[src/rtl/add4_share_ctrl_if.sv]
// Bus bundle between two requesters, the external 4-bit adder slice
// and the shared-slice sequencer.
interface add4_share_ctrl_if #(
    parameter int NIBBLES = 2
);
    localparam int W = 4 * NIBBLES;

    logic         req0;
    logic         req1;
    logic [W-1:0] a0;
    logic [W-1:0] b0;
    logic [W-1:0] a1;
    logic [W-1:0] b1;
    logic         ack0;
    logic         ack1;
    logic [1:0]   gnt;
    logic         busy;
    logic [W-1:0] sum;
    logic         cout;
    logic [3:0]   add_a;
    logic [3:0]   add_b;
    logic         add_cin;
    logic [3:0]   add_sum;
    logic         add_cout;

    modport master (
        output req0, req1, a0, b0, a1, b1,
        output add_sum, add_cout,
        input  ack0, ack1, gnt, busy, sum, cout,
        input  add_a, add_b, add_cin
    );

    modport slave (
        input  req0, req1, a0, b0, a1, b1,
        input  add_sum, add_cout,
        output ack0, ack1, gnt, busy, sum, cout,
        output add_a, add_b, add_cin
    );
endinterface

[src/rtl/add4_share_ctrl.sv]
// Round-robin sequencer for a shared 4-bit adder slice; runs
// multi-nibble adds LSB first with an internal carry register.
module add4_share_ctrl #(
    parameter int NIBBLES = 2
) (
    input logic              clk,
    input logic              rst_n,
    add4_share_ctrl_if.slave bus
);
    localparam int         W     = 4 * NIBBLES;
    localparam logic [1:0] KLAST = 2'(NIBBLES - 1);

    typedef enum logic [1:0] {
        IDLE,
        CALC,
        DONE
    } state_t;

    state_t       state;
    state_t       state_nx;
    logic [W-1:0] opa;
    logic [W-1:0] opb;
    logic [W-1:0] res;
    logic [W-1:0] res_nx;
    logic [W-1:0] sum_r;
    logic         cout_r;
    logic         carry;
    logic         last;
    logic [1:0]   k;
    logic [1:0]   gnt;
    logic [4:0]   sh;
    logic         pick1;
    logic         ack0;
    logic         ack1;
    logic [3:0]   add_a;
    logic [3:0]   add_b;
    logic         add_cin;

    assign sh = {1'b0, k, 2'b00};

    // Tie goes to whoever was not served last
    assign pick1 = bus.req1 & (~bus.req0 | ~last);

    always_ff @(posedge clk or negedge rst_n) begin
        if (!rst_n) state <= IDLE;
        else        state <= state_nx;
    end

    always_comb begin
        state_nx = state;
        ack0     = 1'b0;
        ack1     = 1'b0;
        add_a    = 4'h0;
        add_b    = 4'h0;
        add_cin  = 1'b0;
        res_nx   = res;
        unique case (state)
            IDLE: begin
                if (bus.req0 || bus.req1) state_nx = CALC;
            end
            CALC: begin
                add_a   = 4'(opa >> sh);
                add_b   = 4'(opb >> sh);
                add_cin = carry;
                res_nx  = (res & ~(W'(4'hF) << sh))
                        | (W'(bus.add_sum) << sh);
                if (k == KLAST) state_nx = DONE;
            end
            DONE: begin
                ack0     = gnt[0];
                ack1     = gnt[1];
                state_nx = IDLE;
            end
            default: state_nx = IDLE;
        endcase
    end

    always_ff @(posedge clk or negedge rst_n) begin
        if (!rst_n) begin
            opa    <= '0;
            opb    <= '0;
            res    <= '0;
            sum_r  <= '0;
            cout_r <= 1'b0;
            carry  <= 1'b0;
            last   <= 1'b1;
            k      <= 2'd0;
            gnt    <= 2'b00;
        end else begin
            unique case (state)
                IDLE: begin
                    if (bus.req0 || bus.req1) begin
                        gnt   <= pick1 ? 2'b10 : 2'b01;
                        opa   <= pick1 ? bus.a1 : bus.a0;
                        opb   <= pick1 ? bus.b1 : bus.b0;
                        carry <= 1'b0;
                        k     <= 2'd0;
                    end
                end
                CALC: begin
                    res   <= res_nx;
                    carry <= bus.add_cout;
                    k     <= k + 2'd1;
                    if (k == KLAST) begin
                        sum_r  <= res_nx;
                        cout_r <= bus.add_cout;
                    end
                end
                DONE: begin
                    last <= gnt[1];
                    gnt  <= 2'b00;
                end
                default: gnt <= 2'b00;
            endcase
        end
    end

    assign bus.ack0    = ack0;
    assign bus.ack1    = ack1;
    assign bus.gnt     = gnt;
    assign bus.busy    = (state != IDLE);
    assign bus.sum     = sum_r;
    assign bus.cout    = cout_r;
    assign bus.add_a   = add_a;
    assign bus.add_b   = add_b;
    assign bus.add_cin = add_cin;
endmodule

[src/flat_wrapper.sv]
// flat-port wrapper written by rule: the top's interface ports become plain ports
module add4_share_ctrl_flat 
#(
    parameter int NIBBLES = 2
)
  (clk, rst_n, bus_req0, bus_req1, bus_a0, bus_b0, bus_a1, bus_b1, bus_add_sum, bus_add_cout, bus_ack0, bus_ack1, bus_gnt, bus_busy, bus_sum, bus_cout, bus_add_a, bus_add_b, bus_add_cin);
  add4_share_ctrl_if #(.NIBBLES(NIBBLES)) bus_i ();
  input logic clk;
  input logic rst_n;
  input wire logic [$bits(bus_i.req0)-1:0] bus_req0;
  input wire logic [$bits(bus_i.req1)-1:0] bus_req1;
  input wire logic [$bits(bus_i.a0)-1:0] bus_a0;
  input wire logic [$bits(bus_i.b0)-1:0] bus_b0;
  input wire logic [$bits(bus_i.a1)-1:0] bus_a1;
  input wire logic [$bits(bus_i.b1)-1:0] bus_b1;
  input wire logic [$bits(bus_i.add_sum)-1:0] bus_add_sum;
  input wire logic [$bits(bus_i.add_cout)-1:0] bus_add_cout;
  output wire logic [$bits(bus_i.ack0)-1:0] bus_ack0;
  output wire logic [$bits(bus_i.ack1)-1:0] bus_ack1;
  output wire logic [$bits(bus_i.gnt)-1:0] bus_gnt;
  output wire logic [$bits(bus_i.busy)-1:0] bus_busy;
  output wire logic [$bits(bus_i.sum)-1:0] bus_sum;
  output wire logic [$bits(bus_i.cout)-1:0] bus_cout;
  output wire logic [$bits(bus_i.add_a)-1:0] bus_add_a;
  output wire logic [$bits(bus_i.add_b)-1:0] bus_add_b;
  output wire logic [$bits(bus_i.add_cin)-1:0] bus_add_cin;
  assign bus_i.req0 = bus_req0;
  assign bus_i.req1 = bus_req1;
  assign bus_i.a0 = bus_a0;
  assign bus_i.b0 = bus_b0;
  assign bus_i.a1 = bus_a1;
  assign bus_i.b1 = bus_b1;
  assign bus_i.add_sum = bus_add_sum;
  assign bus_i.add_cout = bus_add_cout;
  assign bus_ack0 = bus_i.ack0;
  assign bus_ack1 = bus_i.ack1;
  assign bus_gnt = bus_i.gnt;
  assign bus_busy = bus_i.busy;
  assign bus_sum = bus_i.sum;
  assign bus_cout = bus_i.cout;
  assign bus_add_a = bus_i.add_a;
  assign bus_add_b = bus_i.add_b;
  assign bus_add_cin = bus_i.add_cin;
  add4_share_ctrl #(.NIBBLES(NIBBLES)) u_core (.clk(clk), .rst_n(rst_n), .bus(bus_i));
endmodule
[config.mk]
export PLATFORM = sky130hd
export DESIGN_NAME = add4_share_ctrl_flat
export DESIGN_NICKNAME = d
export VERILOG_FILES = /design/src/rtl/add4_share_ctrl_if.sv /design/src/rtl/add4_share_ctrl.sv /design/src/flat_wrapper.sv
export SDC_FILE = /design/constraint.sdc
export NUM_CORES = 1
export LEC_CHECK = 0
export CORE_ASPECT_RATIO = 0.6
export CORE_MARGIN = 4
export CORE_UTILIZATION = 45
export CTS_BUF_LIST = sky130_fd_sc_hd__clkbuf_4 sky130_fd_sc_hd__clkbuf_8
export DETAILED_ROUTE_END_ITERATION = 6
export PLACE_DENSITY_LB_ADDON = 0.15
export SKIP_LAST_GASP = 1
export SLEW_MARGIN = 20
export SYNTH_ARGS = -nofsm -noshare
export SYNTH_HDL_FRONTEND = slang
export SYNTH_SLANG_ARGS = --single-unit
[constraint.sdc]
create_clock -name clk -period 1.6 [get_ports clk]
set_input_delay 0.32 -clock clk [delete_from_list [all_inputs] [get_ports clk]]
set_output_delay 0.32 -clock clk [all_outputs]
set_load 0.05 [all_outputs]
## Word-level counts from Yosys, hierarchy flattened

Index checks and enable logic that the tools add are counted.

| operators by class | value |
|---|---|
| add/subtract/negate cells | 1 |
| equality and inequality tests | 5 |
| shifts and indexed selects | 4 |
| muxes and demuxes | 17 |
| bitwise logic cells | 8 |
| reduce and logical (&&, ||, !) cells | 9 |

Operator list:

| kind | number |
|---|---|
| 2-to-1 mux 8 bit | 2 |
| >> shifter 8 x 4 -> 4 bit | 2 |
| case mux 2 bit (2 select lines) | 3 |
| 2-to-1 mux 2 bit | 5 |
| AND reduction 2 bit | 5 |
| AND 8 bit | 1 |
| 2-to-1 mux 4 bit | 2 |
| inverter 8 bit | 1 |
| OR 8 bit | 1 |
| << shifter 4 x 4 -> 8 bit | 1 |
| << shifter 4 x 4 -> 8 bit (first input constant) | 1 |
| == test 2 x 1 -> 1 bit (second input constant) | 2 |
| 2-to-1 mux 1 bit | 4 |
| != test 2 x 1 -> 1 bit (second input constant) | 2 |
| nonzero test 2 bit | 2 |
| inverter 1 bit | 3 |
| adder 2 x 1 -> 2 bit (second input constant) | 1 |
| == test 2 bit (second input constant) | 1 |
| zero test 2 bit | 1 |
| case mux 1 bit (2 select lines) | 1 |
| AND 1 bit | 1 |
| logical OR 1 bit | 1 |
| OR 1 bit | 1 |

| storage, ports and cells | value |
|---|---|
| register bits after elaboration | 41 |
| output and inout bits | 23 |
| word-level logic and storage cells | 54 |

## Logic depth before layout (Yosys ltp)

| logic depth | value |
|---|---|
| depth in word-level cells | 6 |
| mapped depth | 6 |
| depth with buffers taken out | 5 |

## Worst setup path after synthesis

Ideal clock, no wire load.

| timing path | value |
|---|---|
| path kind | reg2out |
| start | register u_core.state[0] |
| end | output port bus_add_a[0] |
| data arrival time | 1,686 ps |
| data required time | 1,280 ps |
| path slack | -406 ps |
| cell stages (with the launch flop) | 5 |
| buffers on the path | 1 |
| path through | dfrtp_1 > buf_2 > nor2b_1 > nand2_1 > nor2_1 |

| on the way | value |
|---|---|
| longest elaborated chain between the ends | 2 |

RTL lines:

| what | RTL line | source |
|---|---|---|
| start: declaration | add4_share_ctrl.sv:19 | `state_t state;` |
| start signal: assignment | add4_share_ctrl.sv:46 | `else state <= state_nx;` |
| == test 2 x 1 -> 1 bit | add4_share_ctrl.sv:57 | `unique case (state)` |
| 2-to-1 mux 4 bit | add4_share_ctrl.sv:57 |  |
| end: declaration | flat_wrapper.sv:24 | `output wire logic [$bits(bus_i.add_a)-1:0] bus_add_a;` |

Every way passes these cells.

## Final worst setup path

| timing path | value |
|---|---|
| start | register u_core.state[1] |
| end | output port bus_add_a[2] |

The elaborated chain is that of the path after synthesis.

==> results.ini <==
[layout]
fin_util_pct=82.6
final_layout_size_suffix_gt1_share_pct=32.0
antenna_cells=0
syn_to_final_growth_pct=72.6
nets=315
fill_cells=238

[floorplan]
num_rows=17
die_x_um=89.7
initial_core_util_pct=47.9
io_pins=64
core_area_um2=3760
die_area_um2=5110
die_y_um=57.0

[detailed_routing]
ant_nets=0
via_per_inst=5.38
wirelength_mm=5.24
firstDrtPassIters=4
drc=0
vias=1717
wl_per_cell_um=16.4
drtIter0Drc=110

[placement]
place_ws_ps=-99.9
io_buffers=63
place_hpwl_mm=3.66
place.gp.congestion=0.753

[setup_path]
cp-end-kind=output pin
cp_slowest_cell=dfrtp_2
path_class=flip-flop to output pin
crit_chain=nor2b_4 -> nand2_8 -> nor2_4 -> buf_12
critPathMaxStageDelay_ps=430
cp.required_ps=1280
startpoint_type=flip-flop
cp.arrival_ps=1340
worst-path-max-fanout=8

[clock_tree]
numCtsBuffers=5
cts.sinks=37
clockRootBuffer=clkbuf_8
clk_latency_ps=280
postCtsHoldBufs=0
cts_tree=done
h-tree-depth=2
clkTransAtPathRegs_ps=70
cts_buffer_depth=2

[power]
peakVddDrop_uv=1240
power_density_nw_per_um2=2260
total_leakage_power_nw=1.36
total_power_mw=7.03

[logic_synthesis]
synth_top_area_share_pct=50.0
ys_warn_count=0
synthesis.nets=231
syn_area_um2=1800
syn-mean-instance-area_um2=9.58
yosysSeqAreaShare_pct=51.5
synth_cells=188
synth_top_area_cell=dfrtp_1
ys_ff_latch=37
ys_types=28
synth_area_leaders=dfrtp_1 50%, a221o_1 8.9%, nand2_1 7.3%

[timing]
setup_ws_ps=-63.4
fin_crit_ps=1660
max-slew-margin-rel_pct=69.8
period_share_pct=104
max_freq_mhz=601
finalSetupViolations=10
maxSlewViolCount=0
rsz0062_at_grt=true
finalHoldViolations=0
tightest_slew_ps=453
skew_ps=3.26
timing.hold.ws_ps=66.7

[global_routing]
grt_max_degree=38
grt.total_usage_pct=21.4
antenna_found_initial=0
grt_pass1_wl_mm=8.14
grt_overflow_total=0
grt_pass1_vias=1662

[run_status]
violations=setup timing
status=complete, but fails checks

[worst_hold_path]
hp-class=input port to asynchronous set/reset pin

[run]
maxCapViolations=0

## cells by family after synthesis
family                   Yosys count  share of synthesized area [%]
AND/OR/NAND/NOR                   77                           18.2
AO/OA/AOI/OAI                     45                           18.8
flip-flops                        37                           51.5
buffers and inverters             18                           5.07
multiplexers                       9                           5.07
adder cells (fa/ha/maj)            2                           1.39
## final timing paths
path	startpoint	end	slack (ps)	cells after the start
setup / recovery	u_core.state[1]	bus_add_a[2]	-60	4
hold / removal	rst_n	u_core.bus.cout	70	2
setup reg to reg	u_core.k[0]	u_core.bus.sum[1]	-10	7
hold reg to reg	u_core.bus.sum[3]	u_core.bus.sum[3]	480	2
max in group asynchronous	rst_n	u_core.last	1200	2
min in group clk	u_core.bus.sum[3]	u_core.bus.sum[3]	480	2
## layer usage
metal | share of wire, % | GRT usage, % | up-vias
li1 | - | - | 822
met1 | 47 | 32.0 | 818
met2 | 45 | 29.7 | 71
met3 | 6.8 | 6.06 | 6
met4 | 1.0 | 7.01 | 0
met5 | 0 | 0 | -
## power breakdown
group | switching, mW | internal (mW) | total [mW]
clock | 0.307 | 0.359 | 0.665
sequential | 0.390 | 1.38 | 1.77
combinational | 2.38 | 2.22 | 4.60
## worst max-delay path: cells and delay by family (launching register included)
family	cells	cell delay, ps
buf+inv	1	140
flops	1	430
simple gates	3	480
## repair_timing
action                     4_1_cts  5_1_grt
buffers inserted                 4        4
setup endpoints to repair       11       25
pin swaps                        4        7
gates resized for setup         28       15
cloned                           0        1
## layout by cell type, fill, tap and decap left out, types with 2 or more instances in the layout
cell type and n:
a211o_1 2, clkdlybuf4s50_1 39, clkbuf_8 6, nand2_1 34, buf_12 17, buf_4 23
dfrtp_1 35, nand3b_1 2, ha_2 2, a22o_1 4, nor2_1 17, o21ai_0 10
nor2b_1 5, nor2_4 11, o21ai_1 3, a21oi_1 6, mux2i_4 8, a221o_1 16
nand2b_1 2, buf_6 6, inv_2 2, inv_1 6
## synth_stat cells
library cell / n
nor2b_1: 6
clkbuf_1: 3
and3_1: 1
a22o_1: 4
mux2_2: 1
inv_1: 8
mux2i_1: 8
nand3b_1: 2
o21ai_0: 13
buf_4: 1
nor3_1: 1
buf_2: 4
buf_6: 2
nor2_1: 27
nand2_1: 35
and2_1: 1
dfstp_2: 1
nor2_2: 1
dfrtp_1: 36
a21o_1: 1
a21boi_0: 1
o21ai_2: 1
nand2b_1: 3
a221o_1: 16
a211o_1: 2
ha_1: 2
o31ai_1: 1
a21oi_1: 6
## final cells by class
type	instances	area, um2	area share [%]
Sequential cell	37	928	29.9
Timing Repair Buffer	87	991	31.9
Clock buffer	7	90.1	2.90
Inverter	8	30.0	0.966
Multi-Input combinational cell	133	1010	32.5
Tap cell	47	58.8	1.89
## stage by stage
step                      TNS (ps)  std cells  instance area [um2]
after CTS                     -546        314                 3040
after floorplan                  0        188                 1880
after detailed placement     -1320        303                 2770
after global routing         -1340        319                 3110
after global placement        -881        303                 2770
final                         -451        319                 3110
## state kept, by name (all words and copies together), names as in the netlist
name / flops
u_core.last: 1
u_core.opa: 8
u_core.carry: 1
u_core.bus.cout: 1
u_core.k: 2
u_core.opb: 8
u_core.bus.gnt: 2
u_core.bus.sum: 8
u_core.res: 4
u_core.state: 2
(Power assumes the default switching activity.)
